### src/rtl/if_pkg.sv
`default_nettype none
// ============================================================================
//  Module      : if_pkg
//  Description : Shared types and constants for the IF-stage fetch sequencer:
//                fetch state encoding, reset PC, instruction size and the
//                {pc, inst} fetch-entry record.
//  Revision    : 1.0 - initial release
// ============================================================================
package if_pkg;

  localparam int unsigned          IF_XLEN          = 32;
  localparam logic [IF_XLEN-1:0]   RESET_PC_DEFAULT = 32'hBFC0_0000;
  localparam logic [IF_XLEN-1:0]   INST_BYTES       = 32'd4;

  typedef enum logic [1:0] {
    ST_REQ  = 2'd0,
    ST_WAIT = 2'd1,
    ST_HOLD = 2'd2
  } fetch_state_e;

  typedef struct packed {
    logic [IF_XLEN-1:0] pc;
    logic [IF_XLEN-1:0] inst;
  } fetch_entry_t;

  // Fetch addresses are always word aligned; low two bits are forced to zero.
  function automatic logic [IF_XLEN-1:0] word_align(input logic [IF_XLEN-1:0] a);
    return {a[IF_XLEN-1:2], 2'b00};
  endfunction

endpackage
`default_nettype wire

### src/rtl/if_out_buf.sv
`default_nettype none
// ============================================================================
//  Module      : if_out_buf
//  Description : Single-entry registered {pc, inst} buffer presented to
//                decode. Load wins over flush, flush wins over consume.
//  Revision    : 1.0 - initial release
// ============================================================================
module if_out_buf
  import if_pkg::*;
(
  input  logic         clk_i,
  input  logic         rst_ni,
  input  logic         load_i,
  input  logic         flush_i,
  input  logic         stall_i,
  input  fetch_entry_t entry_i,
  output logic         valid_o,
  output fetch_entry_t entry_o
);

  logic         valid_q;
  fetch_entry_t entry_q;

  // Entry register: contents only change on load, valid drops on flush/consume.
  always_ff @(posedge clk_i or negedge rst_ni) begin
    if (!rst_ni) begin
      valid_q <= 1'b0;
      entry_q <= '0;
    end else if (load_i) begin
      valid_q <= 1'b1;
      entry_q <= entry_i;
    end else if (flush_i || (valid_q && !stall_i)) begin
      valid_q <= 1'b0;
    end
  end

  assign valid_o = valid_q;
  assign entry_o = entry_q;

endmodule
`default_nettype wire

### src/rtl/if_fetch_ctrl.sv
`default_nettype none
// ============================================================================
//  Module      : if_fetch_ctrl
//  Description : IF-stage fetch sequencer. Owns the fetch PC, issues I-cache
//                requests (req/ready/valid), applies redirects with optional
//                branch-cache target substitution, and feeds decode through a
//                single registered output entry.
//  Revision    : 1.0 - initial release
// ============================================================================
module if_fetch_ctrl
  import if_pkg::*;
#(
  parameter int unsigned      XLEN     = 32,
  parameter logic [XLEN-1:0]  RESET_PC = RESET_PC_DEFAULT
) (
  input  logic            clock,
  input  logic            reset,
  input  logic            io_redirect_valid,
  input  logic [XLEN-1:0] io_redirect_pc,
  input  logic            io_bc_hit,
  input  logic [XLEN-1:0] io_bc_pc,
  input  logic [XLEN-1:0] io_bc_inst,
  output logic            io_cache_req,
  output logic [XLEN-1:0] io_cache_addr,
  input  logic            io_cache_ready,
  input  logic            io_cache_valid,
  input  logic [XLEN-1:0] io_cache_dout,
  input  logic            io_stall,
  output logic            io_out_valid,
  output logic [XLEN-1:0] io_out_pc,
  output logic [XLEN-1:0] io_out_inst
);

  fetch_state_e    state_q, state_d;
  logic [XLEN-1:0] pc_q, pc_d;
  logic [XLEN-1:0] req_pc_q, req_pc_d;
  logic            kill_q, kill_d;
  fetch_entry_t    hold_q, hold_d;

  logic            buf_load, buf_flush, buf_valid;
  fetch_entry_t    buf_entry, buf_out;
  logic            can_load;

  // Decode can take a new entry if the buffer is empty or drains this cycle.
  assign can_load      = !buf_valid || !io_stall;
  // A redirect suppresses the request, so a redirect never races a handshake.
  assign io_cache_req  = reset && (state_q == ST_REQ) && can_load && !io_redirect_valid;
  assign io_cache_addr = word_align(pc_q);

  // Next-state logic: redirect first, then the REQ/WAIT/HOLD sequencing.
  always_comb begin
    state_d   = state_q;
    pc_d      = pc_q;
    req_pc_d  = req_pc_q;
    kill_d    = kill_q;
    hold_d    = hold_q;
    buf_load  = 1'b0;
    buf_flush = 1'b0;
    buf_entry = hold_q;
    if (io_redirect_valid) begin
      buf_flush = 1'b1;
      // An outstanding request must be discarded when it returns, unless it
      // returns in this very cycle and is dropped right here.
      kill_d    = (state_q == ST_WAIT) && !io_cache_valid;
      state_d   = kill_d ? ST_WAIT : ST_REQ;
      if (io_bc_hit) begin
        buf_load       = 1'b1;
        buf_entry.pc   = io_bc_pc;
        buf_entry.inst = io_bc_inst;
        pc_d           = word_align(io_bc_pc + INST_BYTES);
      end else begin
        pc_d = word_align(io_redirect_pc);
      end
    end else begin
      case (state_q)
        ST_REQ: begin
          if (io_cache_req && io_cache_ready) begin
            req_pc_d = pc_q;
            state_d  = ST_WAIT;
          end
        end
        ST_WAIT: begin
          if (io_cache_valid) begin
            if (kill_q) begin
              kill_d  = 1'b0;
              state_d = ST_REQ;
            end else if (can_load) begin
              buf_load       = 1'b1;
              buf_entry.pc   = req_pc_q;
              buf_entry.inst = io_cache_dout;
              pc_d           = req_pc_q + INST_BYTES;
              state_d        = ST_REQ;
            end else begin
              hold_d.pc   = req_pc_q;
              hold_d.inst = io_cache_dout;
              pc_d        = req_pc_q + INST_BYTES;
              state_d     = ST_HOLD;
            end
          end
        end
        ST_HOLD: begin
          if (can_load) begin
            buf_load = 1'b1;
            state_d  = ST_REQ;
          end
        end
        default: state_d = ST_REQ;
      endcase
    end
  end

  // Sequencer state registers.
  always_ff @(posedge clock or negedge reset) begin
    if (!reset) begin
      state_q  <= ST_REQ;
      pc_q     <= RESET_PC;
      req_pc_q <= '0;
      kill_q   <= 1'b0;
      hold_q   <= '0;
    end else begin
      state_q  <= state_d;
      pc_q     <= pc_d;
      req_pc_q <= req_pc_d;
      kill_q   <= kill_d;
      hold_q   <= hold_d;
    end
  end

  if_out_buf u_out_buf (
    .clk_i   (clock),
    .rst_ni  (reset),
    .load_i  (buf_load),
    .flush_i (buf_flush),
    .stall_i (io_stall),
    .entry_i (buf_entry),
    .valid_o (buf_valid),
    .entry_o (buf_out)
  );

  assign io_out_valid = buf_valid;
  assign io_out_pc    = buf_out.pc;
  assign io_out_inst  = buf_out.inst;

endmodule
`default_nettype wire

### config.mk
export PLATFORM = sky130hd
export DESIGN_NAME = if_fetch_ctrl
export DESIGN_NICKNAME = d
export VERILOG_FILES = /design/src/rtl/if_pkg.sv /design/src/rtl/if_out_buf.sv /design/src/rtl/if_fetch_ctrl.sv
export SDC_FILE = /design/constraint.sdc
export NUM_CORES = 1
export LEC_CHECK = 0
export CORE_ASPECT_RATIO = 1.75
export CORE_MARGIN = 5
export CORE_UTILIZATION = 45
export DETAILED_ROUTE_END_ITERATION = 6
export PLACE_DENSITY_LB_ADDON = 0.12
export SKIP_CTS_REPAIR_TIMING = 1
export SLEW_MARGIN = 10
export SYNTH_ARGS = -nofsm -noshare
export SYNTH_HDL_FRONTEND = slang
export SYNTH_SLANG_ARGS = --single-unit
### constraint.sdc
create_clock -name clock -period 6.9 [get_ports clock]
set_clock_uncertainty 0.15 [all_clocks]
set_input_delay 1.035 -clock clock [delete_from_list [all_inputs] [get_ports clock]]
set_output_delay 1.035 -clock clock [all_outputs]
set_load 0.1 [all_outputs]
* Word level (Yosys, flattened, before mapping)
Cells that the tools add are included.
** Storage, ports and cells
- Output and inout port bits :: 98
- Bits in registers :: 196
- Bits of input ports :: 135
- Logic and storage cells :: 72
** Cells by class
- Reduce and logical (&&, ||, !) cells :: 21
- Bitwise operators :: 3
- Eq/ne operators :: 6
- Mux-type cells :: 31
- Add/subtract/negate cells :: 2
** Operators by type and width (number)
- $mux 64 :: 6
- $mux 32 :: 5
- $add 32x3->32 const B :: 2
- $mux 1 :: 12
- $mux 2 :: 6
- $reduce_and 3->1 :: 3
- $logic_and 1x1->1 :: 6
- $ne 3x3->1 const B :: 2
- $pmux 2 s3 :: 1
- $reduce_bool 2->1 :: 3
- $reduce_and 5->1 :: 1
- $logic_not 1->1 :: 4
- $ne 3x2->1 const B :: 1
- $not 1->1 :: 3
- $eq 2x1->1 const B :: 1
- $eq 2x2->1 const B :: 1
- $logic_not 2->1 :: 1
- $logic_or 1x1->1 :: 2
- $ne 2x2->1 const B :: 1
- $pmux 1 s2 :: 1
- $reduce_and 2->1 :: 1

* Depth between registers and ports, before layout
- Depth after elaboration :: 8
- Mapped depth :: 10
- Mapped depth without buffers :: 7

* Hierarchy
From an unflattened synthesis, not the netlist that was laid out.
** Unflattened totals
- Cells, all modules :: 1113
- Area total of the unflattened synthesis :: 11637.4 um2
** By module, submodules not included
- if_fetch_ctrl :: times used 1, area an instance 9022.4 um2, cells each 975
- if_out_buf :: times used 1, area an instance 2615.0 um2, cells each 138

* Worst setup path after synthesis
No wires, ideal clock.
- Kind :: input -> output
- Start point :: in io_stall
- End point :: out io_cache_req
- Buffers on the path :: 0
- Data required time :: 5.715 ns
- Arrival :: 2.033 ns
- Cell stages on the path :: 2
- Path slack :: 3.682 ns
- Cells stage by stage :: a21oi_1 and3_1
** Between the ends
- Cells in the longest elaborated chain, start to end :: 4
** RTL lines
- start, declared :: RTL line if_fetch_ctrl.sv:28 : input logic io_stall,
- $logic_not 1->1 :: RTL line if_fetch_ctrl.sv:45 : assign can_load = !buf_valid || !io_stall;
- $logic_or 1x1->1 :: RTL line if_fetch_ctrl.sv:45
- $logic_and 1x1->1 (2 in series) :: RTL line if_fetch_ctrl.sv:47 : assign io_cache_req = reset && (state_q == ST_REQ) && can_load && !io_redirect_valid;
- end, declared :: RTL line if_fetch_ctrl.sv:23 : output logic io_cache_req,
Every way passes these cells.

* Worst setup path after layout
Same ends and word-level chain as after synthesis.

==> results.md <==
- Outcome: finished, violations left
- Violations in the final reports: DRC
- Synth top area share: 41.0%
- Boundary pin count: 233
- Hold/Removal Path Class: reg2reg
- Reg-to-reg endpoint: u_out_buf.entry_o[47]
- Sequential fraction of the synthesis area: 43.0%
- Max_cap viols: 0
- Most common cell in the netlist: dfrtp_1
- Syn Std Cell Area: 11400 sq um
- Number of sinks on the clock net: 196
- Synth warn: 0
- FF-to-FF path depth: 9
- Max H-tree Level: 4
- Num CTS Buffers: 17
- Total GRT Usage: 22.7%
- Largest family of logic cells by synthesized area: multiplexers
- Die Height: 221 um
- Flop pwr share: 33.3%
- Worst path slowest cell: clkdlybuf4s50_1
- Cell taking the most area after synthesis: dfrtp_1
- Rel. slew slack: 22.3%
- Worst-Skew Late Latency: 450 ps
- Final Hold Fails: 0
- Synth top cells by count: 187 x dfrtp_1, 165 x o21ai_0, 162 x nand2_1, 161 x mux2_2, 68 x mux2i_1
- Slew Limit Fails: 0
- Period Utilization, post-route: 63.2%
- Switching part of the total: 47.6%
- FF+latch count, synth: 196
- Fin nets: 1445
- Avg Vias per Cell: 5.57
- WHS Endpoint: u_out_buf.entry_o[52]
- Post-DRT Antenna Nets: 0
- CP startpoint kind: primary input
- P&R area growth vs syn: 24.1%
- CTS tree: done
- Post-route insts no fill: 1634
- Crit Path Class: in2out
- Synth Area in Adders: 0.657%
- Post-Synth XOR/XNOR Area: 2.07%
- Mux share of post-synthesis cell area: 21.8%
- Post-synth EDFFs: 0
- Final Critical Period: 4360 ps
- Gp weighted congestion: 0.819
- CTS max path bufs: 2
- Ranking of synthesized cells by area: dfrtp_1 41%, mux2_2 16%, o21ai_0 7.2%
- Crit path top cell by count: clkdlybuf4s50_1
- Via count: 9094
- Cell count after synthesis: 1163
- Die Wd: 130 um
- CP required: 5710 ps
- Crit-path cells: clkdlybuf4s50_1 > a21oi_1 > and3_1 > clkdlybuf4s50_1
- First-pass GRT wire length: 50300 um
- Synth Area in Simple Gates: 13.8%
- DRC Markers: 4
- Average cell area after synthesis: 9.82 sq um
- Final setup viols: 0
- DP HPWL: 22100 um
- IO buf count: 228
- Number of global-route vias before repair: 8984
- Compound-cell area share of the yosys netlist: 12.3%
- Combinational share of power: 49.2%
- Initial Util: 45.4%
- Max incr delay on CP: 1140 ps
- Predominant post-synthesis flop cell: dfrtp_1
- Initial drt markers: 484
- Min-delay src: u_out_buf.entry_o[52]
- Setup TNS: 0 ps
- Pint: 3.07 mW
- Slew of the pin with the lowest slew margin: 1150 ps
- Clk root buf: clkbuf_16
- Initial antenna violation count: 1
- RSZ-0062 raised after global routing: false
- Count of cell types in the netlist: 60
- Max FO, Critical Path: 3
- Layout cell share with drive strength beyond 1: 17.9%
- CTS clk-pin slew, worst paths: 70 ps
- Max IR drop VDD: 0.000321 V
- Placeable Area: 25100 sq um
- WL final: 32400 um
- Pre-Repair DR Iteration Count: 7
- Largest net degree at the start of global routing: 115
- Clock group share of total power: 17.6%
- Setup slack, reg-to-reg: 3520 ps
- Pleak: 6.02 nW
- Worst Hold Path Cells: 2
- Row Count: 77
- Critical R2R Launch: state_q[1]
- Die area: 28800 sq um
- Fmax: 0.229 GHz
- Placed insts: 1601
- Pwr dens: 414 nW/um^2
- Worst setup startpoint: io_stall
- GRT overflow: 0
- CP endpoint kind: output pin
- Post-layout util: 56.4%
- DR WL/cell: 19.8 um
- P_sw: 2.79 mW
- Critical path arrival: 3170 ps
- Fraction of registers with async set/reset: 100%
-- cells by family after synthesis --
kind of cell / count (synthesis)
xor gates and xnor gates: 27
and+or+nand+nor: 330
DFF: 196
AOI/OAI and AO/OA: 242
other: 1
muxes: 229
buffers and inverters: 132
adders and majority gates: 6
-- state kept, by name, indices dropped and copies added, names as in the netlist --
register and cells:
state_q 2, pc_q 32, hold_q 64, u_out_buf.entry_o 64, u_out_buf.valid_o 1, req_pc_q 32
kill_q 1
-- layer usage --
layer  global-route usage (%)  vias up  wire (um)
li1                         -     4397          -
met1                     27.0     4446      12800
met2                     39.8      209      17100
met3                     4.93       42       1720
met4                     8.61        0        797
met5                        0        -          0
-- layout make-up --
type | count | area [sq um]
tap | 316 | 395
clock inverter | 8 | 96.3
inverter | 13 | 48.8
fill | 2282 | 11000
sequential | 196 | 4920
antenna | 1 | 2.50
multi-input combinational | 836 | 5830
timing repair buffer | 240 | 2390
clock buffer | 24 | 502
-- power by group through the flow --
stage | combinational, mW | clock [mW] | sequential (mW)
finish | 2.88 | 1.03 | 1.95
detailed placement | 2.90 | 0 | 1.97
global placement | 2.87 | 0 | 1.95
global route | 3.05 | 1.10 | 2.01
CTS | 2.91 | 1.06 | 1.95
floorplan | 1.39 | 0 | 2.78
-- metrics by stage --
step,area [sq um],hold slack (ps),setup slack (ps),total power [mW]
final,14200,330,2540,5.86
after global placement,13600,312,2560,4.82
after global routing,14200,358,2470,6.15
after floorplan,11400,331,3680,4.17
after CTS,14200,335,2540,5.91
after detailed placement,13600,320,2550,4.87
-- how the worst max path moves through the flow --
stage	slack (ps)	endpoint	depth (start not counted)
after floorplan	3680	io_cache_req	2
after global placement	2560	io_cache_req	4
after detailed placement	2550	io_cache_req	4
after CTS	2540	io_cache_req	4
after global routing	2470	io_cache_req	4
final	2540	io_cache_req	4
-- critical path: cells and delay by family --
kind	cells	cell delay, ps
buffers and inverters	2	1580
AO/OA/AOI/OAI	1	340
AND/OR/NAND/NOR	1	210
-- placed cells by master, fill, tap and decap left out, types with 3 or more instances in the layout --
| cell type | instances |
|---|---|
| inv_1 | 12 |
| dfrtp_1 | 187 |
| clkbuf_16 | 17 |
| nand2_1 | 161 |
| nor4_1 | 18 |
| or2_2 | 7 |
| mux2i_1 | 68 |
| dfstp_2 | 9 |
| or3_1 | 5 |
| a31oi_1 | 3 |
| nand4_1 | 14 |
| clkinv_2 | 4 |
| a21o_1 | 4 |
| xnor2_1 | 15 |
| clkdlybuf4s50_1 | 225 |
| nor3_1 | 24 |
| mux2_2 | 161 |
| and2_1 | 3 |
| o31a_1 | 12 |
| nor2_1 | 39 |
| nand3_1 | 22 |
| o211ai_1 | 3 |
| clkbuf_8 | 6 |
| a311o_1 | 3 |
| a21oi_1 | 17 |
| buf_4 | 12 |
| o21ai_0 | 165 |
| or4_1 | 6 |
| a211oi_1 | 9 |
| ha_1 | 6 |
| and4_1 | 6 |
| o21a_1 | 3 |
| o32ai_1 | 9 |
| and3_1 | 4 |
| nand2b_1 | 6 |
| xor2_1 | 12 |
| o21ai_1 | 3 |
Power figures use the tool's default switching activity.
